==> config.mk <==
export PLATFORM = sky130hd
export DESIGN_NAME = reg_file_scoreboard
export DESIGN_NICKNAME = d
export VERILOG_FILES = /design/src/rtl/reg_file_scoreboard.sv
export SDC_FILE = /design/constraint.sdc
export NUM_CORES = 2
export LEC_CHECK = 0
export CAP_MARGIN = 20
export CORE_MARGIN = 5
export CORE_UTILIZATION = 25
export DETAILED_ROUTE_END_ITERATION = 10
export PLACE_DENSITY = 0.37
export SLEW_MARGIN = 20
export SYNTH_ARGS = -nofsm -noshare
export SYNTH_HDL_FRONTEND = slang
export SYNTH_SLANG_ARGS = --single-unit
==> constraint.sdc <==
create_clock -name clk -period 4 [get_ports clk]
set_clock_uncertainty 0.05 [all_clocks]
set_input_delay 0.8 -clock clk [delete_from_list [all_inputs] [get_ports clk]]
set_output_delay 0.8 -clock clk [all_outputs]
set_load 0.02 [all_outputs]
==> src/rtl/reg_file_scoreboard.sv <==
// Register-file stage: 32 x XLEN integer register file with a per-register
// busy scoreboard. It stalls decode on RAW/WAW hazards, registers operands
// toward execute over valid/ready, and accepts writeback from the last stage.
module reg_file_scoreboard #(
    parameter int XLEN   = 64,
    parameter int BYPASS = 1
) (
    input  logic            clk,
    input  logic            rst,
    input  logic            id_valid,
    output logic            id_ready,
    input  logic            ren,
    input  logic [4:0]      raddr1,
    input  logic [4:0]      raddr2,
    input  logic            rd_wen,
    input  logic [4:0]      rd,
    output logic            ex_valid,
    input  logic            ex_ready,
    output logic [XLEN-1:0] ex_rdata1,
    output logic [XLEN-1:0] ex_rdata2,
    output logic [4:0]      ex_rd,
    output logic            ex_rd_wen,
    input  logic            wb_en,
    input  logic [4:0]      wb_addr,
    input  logic [XLEN-1:0] wb_data,
    input  logic            flush,
    output logic [31:0]     busy_vec
);

    localparam logic BYP = (BYPASS != 0);

    logic [XLEN-1:0] regs [32];
    logic [31:0]     busy;
    logic [31:0]     busy_nxt;
    logic [XLEN-1:0] rdata1;
    logic [XLEN-1:0] rdata2;
    logic            wb_hit;
    logic            fwd1;
    logic            fwd2;
    logic            fwdd;
    logic            sbusy1;
    logic            sbusy2;
    logic            sbusyd;
    logic            rd_live;
    logic            hazard;
    logic            issue;

    // x0 writeback is dropped entirely
    assign wb_hit  = wb_en && (wb_addr != 5'd0);
    assign rd_live = rd_wen && (rd != 5'd0);

    // A same-cycle writeback to a busy source resolves the hazard only when
    // forwarding is enabled; otherwise the stall lasts until the busy bit clears.
    assign fwd1   = BYP && wb_hit && (wb_addr == raddr1);
    assign fwd2   = BYP && wb_hit && (wb_addr == raddr2);
    assign fwdd   = BYP && wb_hit && (wb_addr == rd);
    assign sbusy1 = busy[raddr1] && !fwd1;
    assign sbusy2 = busy[raddr2] && !fwd2;
    assign sbusyd = busy[rd] && !fwdd;

    // Both sources are checked whenever ren is set, even for one-source ops
    assign hazard   = (ren && (sbusy1 || sbusy2)) || (rd_live && sbusyd);
    assign id_ready = !hazard && !flush && (!ex_valid || ex_ready);
    assign issue    = id_valid && id_ready;
    assign busy_vec = busy;

    // Operand read with optional writeback forwarding; x0 and ren=0 read zero
    always_comb begin
        rdata1 = '0;
        rdata2 = '0;
        if (ren && (raddr1 != 5'd0))
            rdata1 = fwd1 ? wb_data : regs[raddr1];
        if (ren && (raddr2 != 5'd0))
            rdata2 = fwd2 ? wb_data : regs[raddr2];
    end

    // Scoreboard next state: writeback and flush clear, issue sets last so it wins
    always_comb begin
        busy_nxt = busy;
        if (wb_hit)
            busy_nxt[wb_addr] = 1'b0;
        if (flush && ex_valid && ex_rd_wen)
            busy_nxt[ex_rd] = 1'b0;
        if (issue && rd_live)
            busy_nxt[rd] = 1'b1;
        busy_nxt[0] = 1'b0;
    end

    // Register file array and writeback port
    always_ff @(posedge clk) begin
        if (rst) begin
            for (int i = 0; i < 32; i++)
                regs[i] <= '0;
        end else if (wb_hit) begin
            regs[wb_addr] <= wb_data;
        end
    end

    // Busy scoreboard register
    always_ff @(posedge clk) begin
        if (rst)
            busy <= '0;
        else
            busy <= busy_nxt;
    end

    // Operand register toward execute; payload holds when nothing issues
    always_ff @(posedge clk) begin
        if (rst) begin
            ex_valid  <= 1'b0;
            ex_rdata1 <= '0;
            ex_rdata2 <= '0;
            ex_rd     <= 5'd0;
            ex_rd_wen <= 1'b0;
        end else if (issue) begin
            ex_valid  <= 1'b1;
            ex_rdata1 <= rdata1;
            ex_rdata2 <= rdata2;
            ex_rd     <= rd;
            ex_rd_wen <= rd_live;
        end else if (ex_ready || flush) begin
            ex_valid  <= 1'b0;
        end
    end

endmodule

# [Word-level counts from Yosys, hierarchy flattened]
# Memory sizes are Yosys's and may differ from the RTL's.
# Cells that the tools add are included.
[totals] reg_bits=167 ram_bits=2048 inputBits=92 elab_cells=90 n_memories=1
[memory_table] name="regs" words=32 width=64 read_ports=2 rd_clocked_by_memory_dff=0 wr=32 line_no="32" text="logic [XLEN-1:0] regs [32];"
[op_classes] magnitude_cmp=8 n_eq_ne=3 muxes=29 n_bitwise=5 reduce_logical=37
[op_table] cell="two-way mux 64 bit" n=5
[op_table] cell="two-way mux 32 bit" n=3
[op_table] cell="AND 32 bit" n=2
[op_table] cell="NOT 32 bit" n=2
[op_table] cell="OR reduction 64 bit" n=1
[op_table] cell="OR 32 bit" n=1
[op_table] cell="less-than comparator 5 x 6 -> 1 bit (second input constant)" n=5
[op_table] cell="logical AND 1 bit" n=21
[op_table] cell="nonzero test 5 bit" n=4
[op_table] cell="binary-select mux 1 bit (select 5 bit)" n=3
[op_table] cell="demux 1 bit (select 5 bit)" n=3
[op_table] cell="== test 5 bit" n=3
[op_table] cell="greater-or-equal comparator 5 x 1 -> 1 bit (second input constant)" n=3
[op_table] cell="two-way mux 1 bit" n=14
[op_table] cell="zero test 1 bit" n=6
[op_table] cell="two-way mux 5 bit" n=1
[op_table] cell="logical OR 1 bit" n=4
[op_table] cell="nonzero test 2 bit" n=1

# [Logic depth before layout (Yosys ltp)]
[depth] depth_word=14 mapped_depth=12 mapped_depth_nobuf=7

# [Worst setup path before layout]
# No wires, ideal clock.
[synth_path] kind="input -> register" from="input port wb_addr[3]" to="register busy[11] (netlist: busy_vec[11])" setup_ns=0.130 arrival_ns=3.443 slack_ns=0.377 cell_stages=7 n_path_buf=2 cell_sequence="clkbuf_1 -> clkbuf_1 -> nand2_1 -> nor3_1 -> a21o_1 -> or3b_2 -> o31ai_1"
[synth_via] elab_chain_cells=14
[synth_rtl] item="start, declared" line_no="24" text="input logic [4:0] wb_addr,"
[synth_rtl] item="branches (longest 13 deep; another with less-than comparator 5 x 6 -> 1 bit)"
[synth_rtl] item="two-way mux 32 bit (*)" line_no="84" text="if (issue && rd_live)"
[synth_rtl] item="end signal, assigned" line_no="104" text="busy <= busy_nxt;"
[synth_rtl] item="end, declared" line_no="33" text="logic [31:0] busy;"
# Every way passes the cells marked *.
# A chain may end at the register's enable or synchronous reset.

# [Final worst setup path]
[layout_path] from="input port rd[1]" to="output port id_ready"
[layout_via] elab_chain_cells=9
[layout_rtl] item="start, declared" line_no="16" text="input logic [4:0] rd,"
[layout_rtl] item="branches (longest 4 deep; another with binary-select mux 1 bit (select 5 bit))"
[layout_rtl] item="logical AND 1 bit (*)" line_no="62" text="assign hazard = (ren && (sbusy1 || sbusy2)) || (rd_live && sbusyd);"
[layout_rtl] item="logical OR 1 bit (*)" line_no="62"
[layout_rtl] item="zero test 1 bit (*)" line_no="63" text="assign id_ready = !hazard && !flush && (!ex_valid || ex_ready);"
[layout_rtl] item="logical AND 1 bit (*) (2 in a row)" line_no="63"
[layout_rtl] item="end, declared" line_no="11" text="output logic id_ready,"
# Every way passes the cells marked *. The select of a mux whose other input is x is not followed.

==> results.sh <==
export IMPL_status="complete, no violations"
export IMPL_ys_flop_type="edfxtp_1"
export IMPL_worstSetupPathType="in -> out"
export IMPL_core_area_mm2=0.4717
export IMPL_postCtsSetupBuffers=0
export IMPL_timing_final_crit_period_ns=3.969
export IMPL_synth_area_per_cell_um2=13.29
export IMPL_slowest_stage="clkdlybuf4s50_1"
export IMPL_cts_buffers=288
export IMPL_comb_power_share=0.128
export IMPL_relSlewSlack=0.2224
export IMPL_critPathMaxFanout=18
export IMPL_clk_path_buf_depth=4
export IMPL_cap_violations=0
export IMPL_required_ns=3.15
export IMPL_pwr_share_seq=0.443
export IMPL_via_per_inst=5.291
export IMPL_final_area_mm2=0.1442
export IMPL_crit_top_cell="buf_4"
export IMPL_clock_sinks=2214
export IMPL_num_vias=83806
export IMPL_drc_errors=0
export IMPL_clock_power_share=0.429
export IMPL_post_drt_wl_per_cell_um=35.79
export IMPL_path_clk_slew_ns=0.06
export IMPL_io_buffer_count=258
export IMPL_yosysSeqAreaShare=0.5474
export IMPL_switchingPower_mw=16.45
export IMPL_antenna_found_initial=88
export IMPL_utilization=0.3057
export IMPL_fp_row_count=252
export IMPL_drt_antenna_violating_nets=0
export IMPL_fmax_ghz=0.2519
export IMPL_dr_pass1_iters=6
export IMPL_synth_area_leaders="edfxtp_1 52%, and2_1 10%, mux4_2 10%, mux2i_1 8.7%, dfxtp_1 2.8%"
export IMPL_finalSetupTns_ns=0
export IMPL_met2_usage=0.3821
export IMPL_use_met1=0.2976
export IMPL_ys_warn_count=0
export IMPL_final_nets=9441
export IMPL_ys_ff_latch=2214
export IMPL_synth_common_cells="2048 x edfxtp_1, 1985 x and2_1, 1027 x mux2i_1"
export IMPL_cts_tree="built"
export IMPL_cpPeakStageDelay_ns=0.48
export IMPL_synth_cell_types=61
export IMPL_area_growth_pct=21.78
export IMPL_powerDensity_mw_per_mm2=425.7
export IMPL_die_w_um=698.2
export IMPL_synth_top_area_frac=0.5194
export IMPL_postPlaceCellArea_mm2=0.1349
export IMPL_overflow=0
export IMPL_final_layout_size_suffix_gt1_frac=0.2028
export IMPL_fin_crit_sh=0.9924
export IMPL_end_kind="output port"
export IMPL_p_leak_nw=51.47
export IMPL_synthesis_instances=8909
export IMPL_final_setup_viol_count=0
export IMPL_critPathLaunchType="input pin"
export IMPL_track_usage=0.2246
export IMPL_postCtsHoldBufs=0
export IMPL_first_global_vias=85979
export IMPL_ir_drop_mv=0.3211
export IMPL_switching_share=0.2680
export IMPL_grt_max_degree=81
export IMPL_busiest_layer="met2"
export IMPL_use_met3=0.02838
export IMPL_hp_class="in -> reg"
export IMPL_path_cells="clkdlybuf4s50_1, buf_6, buf_12, mux4_2, nor2_1, o311ai_2, buf_4, a221o_1, nand2_1, and3_4, buf_4"
export IMPL_cts_root_buf="clkbuf_16"
export IMPL_wl_um=566800
export IMPL_fillers=46973
export IMPL_synth_edff_count=2048
export IMPL_clkLatencyLatePin_ns=0.92
export IMPL_synth_area_leader_cell="edfxtp_1"
export IMPL_htree_num_levels=5
export IMPL_gp_congestion=0.8141
export IMPL_final_max_slew_violation_count=0
export IMPL_die_y_um=698.2
export IMPL_grt_pass1_wl_um=764900
export IMPL_ys_async_sr_fraction=0
export IMPL_hold_viol=0
export IMPL_p_int_mw=44.94
export IMPL_initial_core_util=0.2510
export IMPL_arrival_ns=3.12
export IMPL_dieArea_mm2=0.4875
export IMPL_first_iter_violations=8426
export IMPL_synth_area_mm2=0.1184
export IMPL_worst_pin_slew_ns=1.166
export IMPL_io_pins=260
export IMPL_yosysMostFrequentCell="edfxtp_1"
export IMPL_dp_hpwl_um=342100
## cell families after synthesis
group | after synthesis | share of synthesized area
buffers and inverters | 935 | 0.03177
DFF | 2214 | 0.5474
other | 1 | 0.00003167
AOI/OAI and AO/OA | 1576 | 0.09313
xor gates and xnor gates | 15 | 0.001110
and+or+nand+nor | 2479 | 0.1265
muxes | 1689 | 0.2000
## power by group through the flow
stage | clock network [mW] | registers [mW] | logic, mW
after CTS | 27.0 | 27.2 | 7.88
after global placement | 0 | 27.6 | 7.85
after floorplan | 0 | 27.5 | 4.09
after global routing | 27.9 | 27.3 | 8.19
final | 26.3 | 27.2 | 7.83
after detailed placement | 0 | 27.7 | 7.86
## final timing paths
check / startpoint / end / slack, ns / cells after the start
worst max register to register: busy_vec[10] / ex_rdata2[25] / 0.93 / 10
worst min register to register: ex_rdata1[5] / ex_rdata1[5] / 0.42 / 2
worst min-delay path: rst / regs[0][63] / 0.32 / 1
worst max-delay path: rd[1] / id_ready / 0.03 / 11
## layout by cell type, fill, tap and decap left out, types with 34 or more instances in the layout
master,instances
edfxtp_1,2048
and2_1,1985
mux2i_1,1027
mux4_2,528
buf_4,474
a221oi_1,360
clkbuf_16,293
a21oi_1,280
buf_12,273
a22oi_1,258
o21ai_0,240
clkdlybuf4s50_1,230
dfxtp_1,163
nor2_1,154
nand2b_1,142
o21bai_1,136
mux2_2,134
a211oi_1,91
clkbuf_1,78
conb_1,65
clkinv_1,54
a31oi_1,53
a22o_1,52
nand2_1,37
nor2_4,34
clkinv_2,34
## layout make-up
cell class                      instances  area (um2)  share of cell area
Multi-Input combinational cell       5824       50580              0.3507
Sequential cell                      2214       64830              0.4495
Clock buffer                          384        7804             0.05412
Inverter                               15       108.9           0.0007549
Tap cell                             6223        7786             0.05400
Antenna cell                           31       77.57           0.0005380
Timing Repair Buffer                 1006       11580             0.08028
Clock inverter                        141        1448             0.01004
## metrics by stage
stage / instances / setup WS, ns / power [mW] / hold slack, ns
final: 15838 / 0.03058 / 61.39 / 0.3204
after global routing: 15813 / -0.04852 / 63.40 / 0.2638
after CTS: 15806 / 0.003207 / 62.06 / 0.2360
after detailed placement: 15281 / -0.4931 / 35.53 / 0.4180
after global placement: 15281 / -0.5993 / 35.45 / 0.4118
after floorplan: 8973 / 0.3771 / 31.63 / 0.4997
## metal layers
metal,up-vias,wire [um]
met4,8,18650
met3,814,30800
met5,-,55
met1,44749,242000
li1,34975,-
met2,3260,275300
## critical path, delay by kind of cell
family | cells | cell delay, ns
muxes | 1 | 0.30
buffers and inverters | 5 | 1.07
AOI/OAI and AO/OA | 2 | 0.44
and+or+nand+nor | 3 | 0.48
## registers in the layout, indices dropped and copies added (netlist names)
name       flops
regs        2048
ex_rdata1     64
ex_rdata2     64
busy_vec      31
ex_rd          5
ex_rd_wen      1
ex_valid       1
## repair_timing
action                                 CTS  global route
pin swaps                                0             1
resized for setup                        7             7
endpoints found under the hold margin    0             0
setup endpoints to repair                1             1
(Power assumes the default switching activity.)
